`config.mk`:
```
export PLATFORM = sky130hd
export DESIGN_NAME = branch_resolve_unit
export DESIGN_NICKNAME = d
export VERILOG_FILES = /design/src/rtl/branch_resolve_unit.sv
export SDC_FILE = /design/constraint.sdc
export NUM_CORES = 1
export LEC_CHECK = 0
export CORE_MARGIN = 8
export CORE_UTILIZATION = 28
export CTS_CLUSTER_SIZE = 40
export DETAILED_ROUTE_END_ITERATION = 10
export MAX_ROUTING_LAYER = met4
export SLEW_MARGIN = 20
export SYNTH_ARGS = -nofsm -noshare
export SYNTH_HDL_FRONTEND = slang
export SYNTH_SLANG_ARGS = --single-unit
```
`constraint.sdc`:
```
create_clock -name clk -period 3.1 [get_ports clk]
set_input_delay 0.62 -clock clk [delete_from_list [all_inputs] [get_ports clk]]
set_output_delay 0.62 -clock clk [all_outputs]
set_load 0.005 [all_outputs]
```
`src/rtl/branch_resolve_unit.sv`:
```
`default_nettype none
// ============================================================================
// Module   : branch_resolve_unit
// Purpose  : Resolves E-stage conditional branches against their D-stage
//            prediction, issues flush/redirect on a miss, feeds predictor
//            training into M and keeps saturating branch/mispredict counts.
// Revision : 1.0  initial release
// ============================================================================
module branch_resolve_unit #(
    parameter int CNT_W = 32
) (
    input  logic             clk,
    input  logic             rst,
    input  logic             branchD,
    input  logic             pred_takeD,
    input  logic [31:0]      pcD,
    input  logic [31:0]      targetD,
    input  logic             stallE,
    input  logic             flushE,
    input  logic             stallM,
    input  logic             actual_takeE,
    input  logic             redirect_ready,
    output logic             redirect_valid,
    output logic [31:0]      redirect_pc,
    output logic             flush_req,
    output logic             branchM,
    output logic             actual_takeM,
    output logic [31:0]      pcM,
    output logic [CNT_W-1:0] cnt_branch,
    output logic [CNT_W-1:0] cnt_mispred
);

    localparam logic [0:0] S_IDLE    = 1'b0;
    localparam logic [0:0] S_PENDING = 1'b1;

    localparam logic [31:0] C_PC_STEP = 32'd4;

    // ------------------------------------------------------------------
    // State and pipeline registers
    // ------------------------------------------------------------------
    logic [0:0]       state_q,       state_d;
    logic [31:0]      pend_pc_q,     pend_pc_d;

    logic             br_v_q,        br_v_d;
    logic             pred_t_q,      pred_t_d;
    logic [31:0]      pc_e_q,        pc_e_d;
    logic [31:0]      tgt_e_q,       tgt_e_d;
    logic [31:0]      pc4_e_q,       pc4_e_d;

    logic             branch_m_q,    branch_m_d;
    logic             act_take_m_q,  act_take_m_d;
    logic [31:0]      pc_m_q,        pc_m_d;

    logic [CNT_W-1:0] cnt_branch_q,  cnt_branch_d;
    logic [CNT_W-1:0] cnt_mispred_q, cnt_mispred_d;

    // ------------------------------------------------------------------
    // Resolution datapath
    // ------------------------------------------------------------------
    logic        w_resolve;
    logic        w_mispred;
    logic        w_counted;
    logic        w_counted_miss;
    logic [31:0] w_correct_pc;

    assign w_resolve      = br_v_q & ~stallE;
    assign w_mispred      = w_resolve & (actual_takeE != pred_t_q);
    // Resolutions are only honoured in IDLE; a stray one while PENDING is dropped.
    assign w_counted      = w_resolve & (state_q == S_IDLE);
    assign w_counted_miss = w_mispred & (state_q == S_IDLE);
    assign w_correct_pc   = actual_takeE ? tgt_e_q : pc4_e_q;

    // ------------------------------------------------------------------
    // FSM: state register
    // ------------------------------------------------------------------
    always_ff @(posedge clk) begin
        if (rst) begin
            state_q   <= S_IDLE;
            pend_pc_q <= 32'd0;
        end else begin
            state_q   <= state_d;
            pend_pc_q <= pend_pc_d;
        end
    end

    // ------------------------------------------------------------------
    // FSM: next-state logic
    // ------------------------------------------------------------------
    always_comb begin
        state_d   = state_q;
        pend_pc_d = pend_pc_q;
        case (state_q)
            S_IDLE: begin
                if (w_counted_miss && !redirect_ready) begin
                    state_d   = S_PENDING;
                    pend_pc_d = w_correct_pc;
                end
            end
            S_PENDING: begin
                if (redirect_ready) begin
                    state_d = S_IDLE;
                end
            end
            default: state_d = S_IDLE;
        endcase
    end

    // ------------------------------------------------------------------
    // FSM: output logic
    // ------------------------------------------------------------------
    always_comb begin
        redirect_valid = 1'b0;
        redirect_pc    = 32'd0;
        flush_req      = 1'b0;
        case (state_q)
            S_IDLE: begin
                if (w_counted_miss) begin
                    redirect_valid = 1'b1;
                    redirect_pc    = w_correct_pc;
                    flush_req      = 1'b1;
                end
            end
            S_PENDING: begin
                redirect_valid = 1'b1;
                redirect_pc    = pend_pc_q;
                flush_req      = 1'b1;
            end
            default: begin
                redirect_valid = 1'b0;
            end
        endcase
    end

    // ------------------------------------------------------------------
    // D->E register
    // ------------------------------------------------------------------
    always_comb begin
        br_v_d    = br_v_q;
        pred_t_d  = pred_t_q;
        pc_e_d    = pc_e_q;
        tgt_e_d   = tgt_e_q;
        pc4_e_d   = pc4_e_q;
        if (flushE || flush_req) begin
            br_v_d = 1'b0;
        end else if (!stallE) begin
            br_v_d    = branchD;
            pred_t_d  = pred_takeD;
            pc_e_d    = pcD;
            tgt_e_d   = targetD;
            pc4_e_d   = pcD + C_PC_STEP;
        end
    end

    always_ff @(posedge clk) begin
        if (rst) begin
            br_v_q   <= 1'b0;
            pred_t_q <= 1'b0;
            pc_e_q   <= 32'd0;
            tgt_e_q  <= 32'd0;
            pc4_e_q  <= 32'd0;
        end else begin
            br_v_q   <= br_v_d;
            pred_t_q <= pred_t_d;
            pc_e_q   <= pc_e_d;
            tgt_e_q  <= tgt_e_d;
            pc4_e_q  <= pc4_e_d;
        end
    end

    // ------------------------------------------------------------------
    // E->M register (predictor training strobe)
    // ------------------------------------------------------------------
    always_comb begin
        branch_m_d   = branch_m_q;
        act_take_m_d = act_take_m_q;
        pc_m_d       = pc_m_q;
        if (!stallM) begin
            branch_m_d   = w_counted;
            act_take_m_d = actual_takeE;
            pc_m_d       = pc_e_q;
        end
    end

    always_ff @(posedge clk) begin
        if (rst) begin
            branch_m_q   <= 1'b0;
            act_take_m_q <= 1'b0;
            pc_m_q       <= 32'd0;
        end else begin
            branch_m_q   <= branch_m_d;
            act_take_m_q <= act_take_m_d;
            pc_m_q       <= pc_m_d;
        end
    end

    // ------------------------------------------------------------------
    // Saturating performance counters
    // ------------------------------------------------------------------
    always_comb begin
        cnt_branch_d  = cnt_branch_q;
        cnt_mispred_d = cnt_mispred_q;
        if (w_counted && !(&cnt_branch_q)) begin
            cnt_branch_d = cnt_branch_q + CNT_W'(1);
        end
        if (w_counted_miss && !(&cnt_mispred_q)) begin
            cnt_mispred_d = cnt_mispred_q + CNT_W'(1);
        end
    end

    always_ff @(posedge clk) begin
        if (rst) begin
            cnt_branch_q  <= '0;
            cnt_mispred_q <= '0;
        end else begin
            cnt_branch_q  <= cnt_branch_d;
            cnt_mispred_q <= cnt_mispred_d;
        end
    end

    assign branchM      = branch_m_q;
    assign actual_takeM = act_take_m_q;
    assign pcM          = pc_m_q;
    assign cnt_branch   = cnt_branch_q;
    assign cnt_mispred  = cnt_mispred_q;

endmodule
`default_nettype wire

```
==> flow_results.org <==
** Worst setup path
- The worst setup path is of the in -> out kind.
- Cell mode on critical path :: sky130_fd_sc_hd__clkdlybuf4s50_1
- Walking the worst path, the cells encountered are clkdlybuf4s50_1 > buf_4 > nor3b_4 > nand2_2 > buf_12 > o21ai_1 > clkdlybuf4s50_1.
- STA puts the critical path data arrival time at 2440 ps.
- Critical path buffer and inverter count :: 4
- Required @ worst endpoint :: about 2500 ps
- Crit path largest cell delay :: 510 ps
- STA classifies the critical path startpoint as an input pin.
- Crit path max-delay cell type :: sky130_fd_sc_hd__clkdlybuf4s50_1
- Largest delay share family, worst path :: buffers and inverters
- The worst setup path is captured at an output pin.
- Along the worst path, the maximum fanout reaches 33.

** Synthesis
- Among all flip-flop cells after synthesis, the most frequent one is sky130_fd_sc_hd__dfxtp_1.
- Asr flop ratio synth :: 0%
- The top cell type by area accounts for a little under half of the synthesized area.
- Sequential cells were found to cover 45.5% of the synthesized design area.
- Top cells by instance count after synthesis :: sky130_fd_sc_hd__dfxtp_1, sky130_fd_sc_hd__nand2_1, sky130_fd_sc_hd__nor2_1
- Number of enable flip-flop cells after synthesis :: 0
- Count of unique library cells instantiated by Yosys :: 42
- The synthesized design spends more area on one cell type than any other, namely sky130_fd_sc_hd__dfxtp_1.
- After synthesis, the mean cell area works out to 8.26 um2.
- Synthesis produced 1209 cells.
- In the post-synthesis netlist, the biggest area contributors are sky130_fd_sc_hd__dfxtp_1, sky130_fd_sc_hd__nand2_1, sky130_fd_sc_hd__mux2i_1.
- During synthesis, Yosys emitted a total of 0 warnings.
- Synthesized area :: 0.00998 mm2
- Synth Register Bits :: around 230
- Synthesis produced a netlist with a net count of about 1300.
- Most repeated cell in the gate-level netlist after synthesis :: sky130_fd_sc_hd__dfxtp_1

** Route
- In this run, the number of DRC markers left after iteration 0 of detailed routing was 498.
- Dividing the detail-routed wire length by the instance count gives between 15 and 20 um.
- Topmost layer with routed signal wires :: met4
- Summing over every cut layer, the via total after detailed routing is 9333.
- Via/cell ratio :: 4.98
- Metal1 wirelength :: ~14 mm
- Met3 layer wire length in the routed design :: ~1.9 mm
- Wires add up to 31.7 mm.
- Post-detailed-route count of antenna-violating nets :: 0
- Pre-antenna DRT Iters :: 5
- Number of design rule violations left after detail routing :: 0
- Detailed routing placed a total of 14.7 mm of wire on met2.

** Floorplanning
- about 210 I/O pins were placed.
- Die width :: 205 um
- Vertical extent of the die :: 205 um
- Starting density of the core :: 28.3%
- Row count :: 69
- Floorplan core area :: around 0.035 mm2
- Full die area :: 0.0420 mm2

** Power and ir drop
- In this run the power spent charging and discharging nets is 0.00157 W.
- Standby leakage power :: just under 5 nW
- Combinational cells account for 7.2% of the total power.
- Pwr Density :: 510 mW/mm2
- Largest vdd supply drop :: between 0.3 and 0.4 mV
- Fraction of power spent switching nets :: 22.5%
- Clock Power Share :: about half
- In this run, flip-flops and latches consume 43.7% of the power.
- The internal power of the cells totals roughly 0.0054 W.

** Clocking
- The clock passes through at most 3 buffers.
- Register clock-pin slew on the reported worst setup and hold paths :: 60 ps
- TritonCTS built the clock tree.
- The tree is rooted in a sky130_fd_sc_hd__clkbuf_16.
- CTS built an H-tree with a depth of 1.
- The number of clock buffers added by TritonCTS is 27.
- For the worst-skew pair, the clock arrives at the later sink with an insertion delay of 530 ps.
- Num Clock Sinks :: between 200 and 250

** Global route
- Global-route usage over all layers :: 14.8%
- Entering global routing, the biggest net connects 94 pins.
- The number of global-route vias before repair was between 8000 and 9000.
- Antenna violations before repair :: 1
- The first global-routing pass estimated roughly 50 mm of wire.
- Global routing finished with a remaining overflow of 0.

** STA
- Of the available clock period, the critical path in the final layout requires a little over nine tenths.
- Unrepaired setup endpoints after global routing :: true
- Number of failing setup endpoints in the final timing report :: 0
- The number of max-slew violations in the final report was 0.
- Derived from the worst setup path, the maximum achievable clock frequency is 0.327 GHz.
- Slew Limit Headroom :: 47.7%
- Subtracting the final worst setup slack from the clock period gives 3060 ps.
- At the pin with the least slew margin, the transition time is approximately 800 ps.
- Clock skew on the completed layout was measured at 15.4 ps.
- The final count of hold timing violations came to 0.

** Placement
- Including well taps, the total number of placed cells is 1823.
- Gp weighted congestion :: 0.823
- Port buffering added 204 buffers.
- Hpwl dp :: 23.0 mm

** Flow run
- The tool flagged a number of max-cap violations equal to 0.

** Finish
- The layout has 3592 filler cells.
- Number of nets in the layout :: 1469
- For this run, the share of the core covered by cells in the final layout is 38.7%.
- Number of standard cells in the layout, taps in and fillers out :: 1874
- The post-route netlist has under 10% of its cells at a drive strength greater than 1.
- Compared with the post-synthesis result, the final layout area differs by 36.8%.

** Worst hold path
- Worst Hold Class :: reg -> reg

** Run status
- The run finished with clean final reports.
-- cell type report --
| cell class | instances | area (um2) | share of cell area, % |
|---|---|---|---|
| clock buffer | 37 | 783 | 5.74 |
| antenna | 1 | 2.50 | 0.0183 |
| sequential | 227 | 4540 | 33.3 |
| timing repair buffer | 243 | 2440 | 17.9 |
| clock inverter | 11 | 188 | 1.37 |
| multi-input combinational | 881 | 5070 | 37.2 |
| inverter | 13 | 48.8 | 0.357 |
| tap | 461 | 577 | 4.22 |
-- state kept, by name (all words and copies together) (netlist names) --
register / count
actual_takeM: 1
br_v_q: 1
branchM: 1
cnt_branch: 32
cnt_mispred: 32
pc4_e_q: 30
pcM: 32
pc_e_q: 32
pend_pc_q: 32
pred_t_q: 1
state_q: 1
tgt_e_q: 32
-- cell usage in the layout, fill, tap and decap left out, types with 26 or more instances in the layout --
cell type | netlist | final
sky130_fd_sc_hd__dfxtp_1 | 227 | 227
sky130_fd_sc_hd__nand2_1 | 203 | 201
sky130_fd_sc_hd__clkdlybuf4s50_1 | 0 | 173
sky130_fd_sc_hd__nor2_1 | 119 | 118
sky130_fd_sc_hd__a21oi_1 | 117 | 117
sky130_fd_sc_hd__mux2i_1 | 66 | 66
sky130_fd_sc_hd__a211oi_1 | 64 | 64
sky130_fd_sc_hd__o21ai_0 | 55 | 44
sky130_fd_sc_hd__buf_4 | 1 | 32
sky130_fd_sc_hd__xnor2_1 | 30 | 30
sky130_fd_sc_hd__nand3_1 | 29 | 29
sky130_fd_sc_hd__clkbuf_16 | 0 | 27
sky130_fd_sc_hd__nand4_1 | 26 | 26
-- power by group through the flow --
stage               clock network [W]  registers, W  logic (W)
floorplan                           0       0.00310   0.000261
global placement                    0       0.00311   0.000505
detailed placement                  0       0.00311   0.000507
CTS                           0.00353       0.00305   0.000511
global route                  0.00364       0.00306   0.000555
finish                        0.00342       0.00305   0.000504
-- worst min-delay path: cells and delay by family (launching register included) --
family	cells	cell delay (ps)
AND/OR/NAND/NOR	1	50
flip-flops	1	300
AO/OA/AOI/OAI	1	50
-- metrics by stage --
step / TNS (ps) / total power (W) / hold WS, ps / instance area (um2) / setup slack [ps]
after floorplan: 0 / 0.00336 / 436 / 9980 / 312
after global routing: -333 / 0.00725 / 471 / 13700 / -67.3
after CTS: 0 / 0.00708 / 454 / 13600 / 0.353
final: 0 / 0.00697 / 451 / 13700 / 38.2
after global placement: -1680 / 0.00361 / 441 / 12600 / -67.5
after detailed placement: -4000 / 0.00362 / 446 / 12600 / -155
-- layer usage --
metal	GRT usage, %	up-vias
li1	-	4663
met1	18.9	4384
met2	23.5	234
met3	2.99	52
met4	4.37	0
met5	-	-
-- path summary, 6_finish.rpt --
| kind | start | cells past startpoint | to | slack, ps |
|---|---|---|---|---|
| worst min-delay path | pc_e_q[20] | 2 | pc_e_q[20] | 450 |
| worst min register to register | pc_e_q[20] | 2 | pc_e_q[20] | 450 |
| worst max-delay path | stallE | 7 | redirect_pc[28] | 40 |
| worst max register to register | state_q | 8 | cnt_mispred[15] | 610 |
-- logic make-up after synthesis --
kind of cell / share of synthesized area, %
and+or+nand+nor: 23.8
xor gates and xnor gates: 3.51
muxes: 6.96
adders and majority gates: 0.376
AOI/OAI and AO/OA: 15.9
buffers and inverters: 4.01
DFF: 45.5
-- repair_timing --
action / in CTS / in global routing
endpoints found under the setup margin: 31 / 19
setup buffers: 1 / 1
resized for setup: 25 / 17
hold buffers: 0 / 0
pin swaps: 1 / 0
Note: power is estimated with default switching activity, not from simulation.
